**src/rtl/and_input_debounce.sv**
```systemverilog
// -----------------------------------------------------------------------------
// and_input_debounce
//
// Conditions an asynchronous external pin for the and_fixture top level.
// The pin passes through a two-flop synchroniser. A hold-counter state machine
// then debounces it and drives a clean, registered level. The block also gives
// one-cycle rise/fall strobes and a saturating count of aborted transitions,
// which is useful during board bring-up.
//
// Parameters
//   HOLD_CYCLES  consecutive synchronised samples at the new value needed
//                before level changes (1 <= HOLD_CYCLES < 2**CNT_W)
//   CNT_W        width of the hold counter
//
// Ports
//   clock         in   single clock, rising edge
//   reset_n       in   asynchronous active-low reset
//   raw_in        in   asynchronous external pin
//   glitch_clear  in   synchronous clear of glitch_count (wins over increment)
//   level         out  debounced level (feeds and_fixture.a_in)
//   rise          out  one-cycle pulse when level goes 0->1
//   fall          out  one-cycle pulse when level goes 1->0
//   glitch_count  out  aborted candidate transitions, saturates at 255
// -----------------------------------------------------------------------------
module and_input_debounce #(
    parameter int HOLD_CYCLES = 1000,
    parameter int CNT_W       = 10
) (
    input  logic       clock,
    input  logic       reset_n,
    input  logic       raw_in,
    input  logic       glitch_clear,
    output logic       level,
    output logic       rise,
    output logic       fall,
    output logic [7:0] glitch_count
);

    typedef enum logic [1:0] {
        STABLE_LOW,
        CHECK_HIGH,
        STABLE_HIGH,
        CHECK_LOW
    } state_t;

    localparam logic [CNT_W-1:0] HOLD = CNT_W'(HOLD_CYCLES);

    logic             sync1;
    logic             sync2;
    logic             s;
    state_t           state;
    logic [CNT_W-1:0] cnt;
    logic [CNT_W-1:0] cnt_inc;
    logic             glitch;

    // Two plain flops back to back. Nothing may sit between them, so the
    // first flop has a full cycle to resolve metastability.
    always_ff @(posedge clock or negedge reset_n) begin
        if (!reset_n) begin
            sync1 <= 1'b0;
            sync2 <= 1'b0;
        end else begin
            sync1 <= raw_in;
            sync2 <= sync1;
        end
    end

    assign s       = sync2;
    assign cnt_inc = cnt + CNT_W'(1);

    // A glitch is a candidate transition that the input abandoned before the
    // hold time ran out.
    always_comb begin
        glitch = 1'b0;
        if ((state == CHECK_HIGH) && !s)
            glitch = 1'b1;
        if ((state == CHECK_LOW) && s)
            glitch = 1'b1;
    end

    always_ff @(posedge clock or negedge reset_n) begin
        if (!reset_n) begin
            state        <= STABLE_LOW;
            cnt          <= '0;
            level        <= 1'b0;
            rise         <= 1'b0;
            fall         <= 1'b0;
            glitch_count <= 8'd0;
        end else begin
            // Strobes are high only in the cycle after the transition edge.
            rise <= 1'b0;
            fall <= 1'b0;

            case (state)
                STABLE_LOW: begin
                    if (s) begin
                        if (HOLD_CYCLES == 1) begin
                            state <= STABLE_HIGH;
                            level <= 1'b1;
                            rise  <= 1'b1;
                            cnt   <= '0;
                        end else begin
                            state <= CHECK_HIGH;
                            cnt   <= CNT_W'(1);
                        end
                    end
                end
                CHECK_HIGH: begin
                    if (!s) begin
                        state <= STABLE_LOW;
                        cnt   <= '0;
                    end else if (cnt_inc == HOLD) begin
                        state <= STABLE_HIGH;
                        level <= 1'b1;
                        rise  <= 1'b1;
                        cnt   <= '0;
                    end else begin
                        cnt <= cnt_inc;
                    end
                end
                STABLE_HIGH: begin
                    if (!s) begin
                        if (HOLD_CYCLES == 1) begin
                            state <= STABLE_LOW;
                            level <= 1'b0;
                            fall  <= 1'b1;
                            cnt   <= '0;
                        end else begin
                            state <= CHECK_LOW;
                            cnt   <= CNT_W'(1);
                        end
                    end
                end
                CHECK_LOW: begin
                    if (s) begin
                        state <= STABLE_HIGH;
                        cnt   <= '0;
                    end else if (cnt_inc == HOLD) begin
                        state <= STABLE_LOW;
                        level <= 1'b0;
                        fall  <= 1'b1;
                        cnt   <= '0;
                    end else begin
                        cnt <= cnt_inc;
                    end
                end
                default: begin
                    state <= STABLE_LOW;
                    level <= 1'b0;
                    cnt   <= '0;
                end
            endcase

            // Clear has priority so software can zero the count even while
            // the pin is still bouncing.
            if (glitch_clear)
                glitch_count <= 8'd0;
            else if (glitch && (glitch_count != 8'hFF))
                glitch_count <= glitch_count + 8'd1;
        end
    end

endmodule

```
**config.mk**
```make
export PLATFORM = sky130hd
export DESIGN_NAME = and_input_debounce
export DESIGN_NICKNAME = d
export VERILOG_FILES = /design/src/rtl/and_input_debounce.sv
export SDC_FILE = /design/constraint.sdc
export NUM_CORES = 1
export LEC_CHECK = 0
export ABC_AREA = 0
export BUFFER_PORTS_ARGS = -buffer_cell sky130_fd_sc_hd__buf_4
export CORE_MARGIN = 4
export CORE_UTILIZATION = 25
export DETAILED_ROUTE_END_ITERATION = 8
export PLACE_DENSITY = 0.49
export SLEW_MARGIN = 20
export SYNTH_ARGS = -nofsm -noshare
export SYNTH_HDL_FRONTEND = slang
export SYNTH_SLANG_ARGS = --single-unit
```
**constraint.sdc**
```tcl
create_clock -name clock -period 1.8 [get_ports clock]
set_input_delay 0.09 -clock clock [delete_from_list [all_inputs] [get_ports clock]]
set_output_delay 0.09 -clock clock [all_outputs]
set_load 0.02 [all_outputs]
```
==> impl_metrics.toml <==
[outcome]
status = "finished with violations"
violations = "negative setup slack"

[synth]
synthTopCellsByCount = "25 x dfrtp_1, 17 x nand2_1, 13 x nor2_1, 11 x o21ai_0"
synthArstFlopShare_pct = 100
yosysTopAreaCellShare_pct = 48.7
ys_seq_area_share_pct = 48.7
syn_inst = 132
yosysWarnings = 0
yosysTopAreaCell = "dfrtp_1"
syn-cell-area_um2 = 1280
synth_flop_cell = "dfrtp_1"
synth_fp_nets = 138
synth_edf_count = 0
ys_ff_latch = 25
syn_area_per_cell_um2 = 9.73
synth_most_common_cell = "dfrtp_1"
ys_types = 38
synth.area.top_cells = "dfrtp_1 49%, xor2_1 5.5%, nand2_1 5.0%"

[power]
total_power_mw = 1.04
power.density_nw_per_um2 = 595
peakVddDrop_mv = 0.297
pwr-share-seq_pct = 56.9
pwr-share-comb_pct = 10.8
p_sw_mw = 0.252
p_leak_nw = 0.789
p_clk_share_pct = 32.3
switching_share_pct = 24.3
p_int_mw = 0.785

[layout]
layout.nets = 179
area_delta_synth_final_pct = 35.8
fill_cells = 502
seqCellArea_um2 = 627
layout-drive-gt1-share_pct = 33.7
n_antenna_cell = 0
multi_input_area_um2 = 662
fin_cells = 239

[setup_path]
r2r_slack_ps = -80
end_kind = "register"
worstPathArrival_ps = 2060
slowest_stage = "dfrtp_1"
cp_max_fo = 6
crit_chain = "ha_2 > and2_4 > o211ai_1 > a32o_2 > and2_4 > or2_4 > o311ai_4"
cp_slowest_stage_delay_ps = 410
crit_required_ps = 1980
cp_common_cell = "and2_4"
crit_type = "reg2reg"
reg2reg_depth = 7
r2r-end = "cnt[6]"
reg2reg_from = "cnt[0]"
critPathLaunchType = "register"

[clocking]
cts_buffer_depth = 2
htreeDepth = 1
numCtsBuffers = 3
clock_sinks = 25
cts-root-buf = "clkbuf_8"
cts_tree = "done"
insertion_delay_ps = 270
clk_pin_slew_ps = 90

[sta]
hold_violations = 0
fin_crit_sh_pct = 105
max_freq_mhz = 531
grt_setup_unrepaired = "true"
finClkSkew_ps = 1.86
min_period_ps = 1880
finalMaxSlewViolations = 0
relSlewSlack_pct = 78.7
worst_slew_pin_slew_ps = 320
setup_viol = 6
setup_ws_ps = -82.0

[routing]
dr.pass1.iters = 4
wire_per_inst_um = 12.4
final_antenna_net_count = 0
drc = 0
drtIter0Drc = 36
routed_wl_mm = 2.97
vias_per_cell = 4.56
num_vias = 1090

[floorplan]
io_pins = 15
core_area_um2 = 4850
die_w_um = 79.7
dieArea_um2 = 6350
start_util_pct = 26.5
rows = 25
die_h_um = 79.7

[grt]
grt-ovfl-total = 0
grt_usage_pct = 10.0
grt_pass1_vias = 1083
grt_pass1_wl_mm = 5.00
antenna_found_initial = 0
grt_start_max_net_pins = 26

[min_path]
hold_path_startpoint = "glitch_clear"
min_to = "glitch_count[7]"
hold_path_depth = 2
worstHoldPathType = "in2reg"

[placed_design]
dpl.hpwl_mm = 2.17
place_inst = 229
io_buffers = 14
routabilityCongestion = 0.873

[job]
maxCapViolCount = 0
## critical path, delay by kind of cell, from the launching register on
family / cells / cell delay (ps)
adder cells (fa/ha/maj): 1 / 210
AND/OR/NAND/NOR: 3 / 580
AO/OA/AOI/OAI: 3 / 590
flip-flops: 1 / 410
## per-stage QoR
stage	worst slack (ps)	instance area, um2	TNS, ps	hold WS (ps)	util [%]
finish	-82.0	1740	-215	31.5	35.9
global route	-151	1740	-1110	26.5	35.9
CTS	-44.3	1710	-158	22.9	35.2
detailed placement	-126	1610	-484	18.6	33.2
global placement	-28.6	1610	-64.5	15.7	33.2
floorplan	-73.0	1290	-156	-206	-
## state kept, by name, summed over array words and instances, names as in the netlist, named ones only
signal        count
glitch_count      8
state             1
level             1
rise              1
sync1             1
s                 1
cnt              10
fall              1
## cell type report
type	count	area share, %
Clock buffer	3	2.37
Clock inverter	1	0.287
Inverter	3	0.646
Multi-Input combinational cell	99	38.0
Sequential cell	25	36.0
Tap cell	67	4.81
Timing Repair Buffer	41	17.9
## cell families after synthesis
kind of cell,after synthesis,share of synthesized area (%)
simple gates,56,21.8
mux,2,1.66
flops,25,48.7
xor+xnor,12,8.19
compound gates,27,14.8
fa+ha+maj,2,1.95
buf+inv,8,2.83
## power by group through the flow
stage,clock network (mW),registers [mW],logic [mW]
5_1_grt,0.375,0.593,0.126
6_report,0.335,0.590,0.112
2_1_floorplan,0,0.605,0.0405
3_3_place_gp,0,0.603,0.0877
3_5_place_dp,0,0.604,0.0895
4_1_cts,0.354,0.589,0.111
## worst max-delay path by stage
stage	start	endpoint	slack [ps]	depth (start not counted)
after detailed placement	cnt[0]	cnt[3]	-130	7
after global routing	cnt[0]	cnt[8]	-150	7
after floorplan	cnt[0]	cnt[6]	-70	8
after global placement	cnt[1]	register	-30	6
final	cnt[0]	cnt[6]	-80	7
after CTS	cnt[0]	register	-40	6
## layout by cell type, fill, tap and decap left out, types with 2 or more instances in the layout
cell	netlist	final
a21oi_1	4	3
a22o_1	2	2
and2_4	1	2
and3_1	2	2
buf_4	1	39
clkbuf_8	0	3
dfrtp_1	25	24
dlygate4sd3_1	0	2
inv_1	3	3
nand2_1	17	17
nand3_1	8	7
nand4_1	4	4
nor2_1	13	13
nor3_1	3	3
o21ai_0	11	9
o21ai_1	0	2
xnor2_1	4	4
xor2_1	8	8
## layer usage
metal | GRT usage, % | part of all wire, % | wire length, um | vias to the layer above
met5 | 0 | 0 | 0 | -
met4 | 4.64 | 2.4 | 72 | 0
met3 | 2.03 | 3.1 | 93 | 7
met2 | 16.7 | 51 | 1500 | 18
met1 | 12.4 | 44 | 1290 | 521
li1 | - | - | - | 544
## repair_timing
item                                    4_1_cts  5_1_grt
resized for setup                             2        6
setup buffers                                 3        1
pin swaps                                     0        3
hold buffers                                  2        0
endpoints found under the setup margin       10       14
endpoints found under the hold margin        26        0
(Power assumes the default switching activity.)
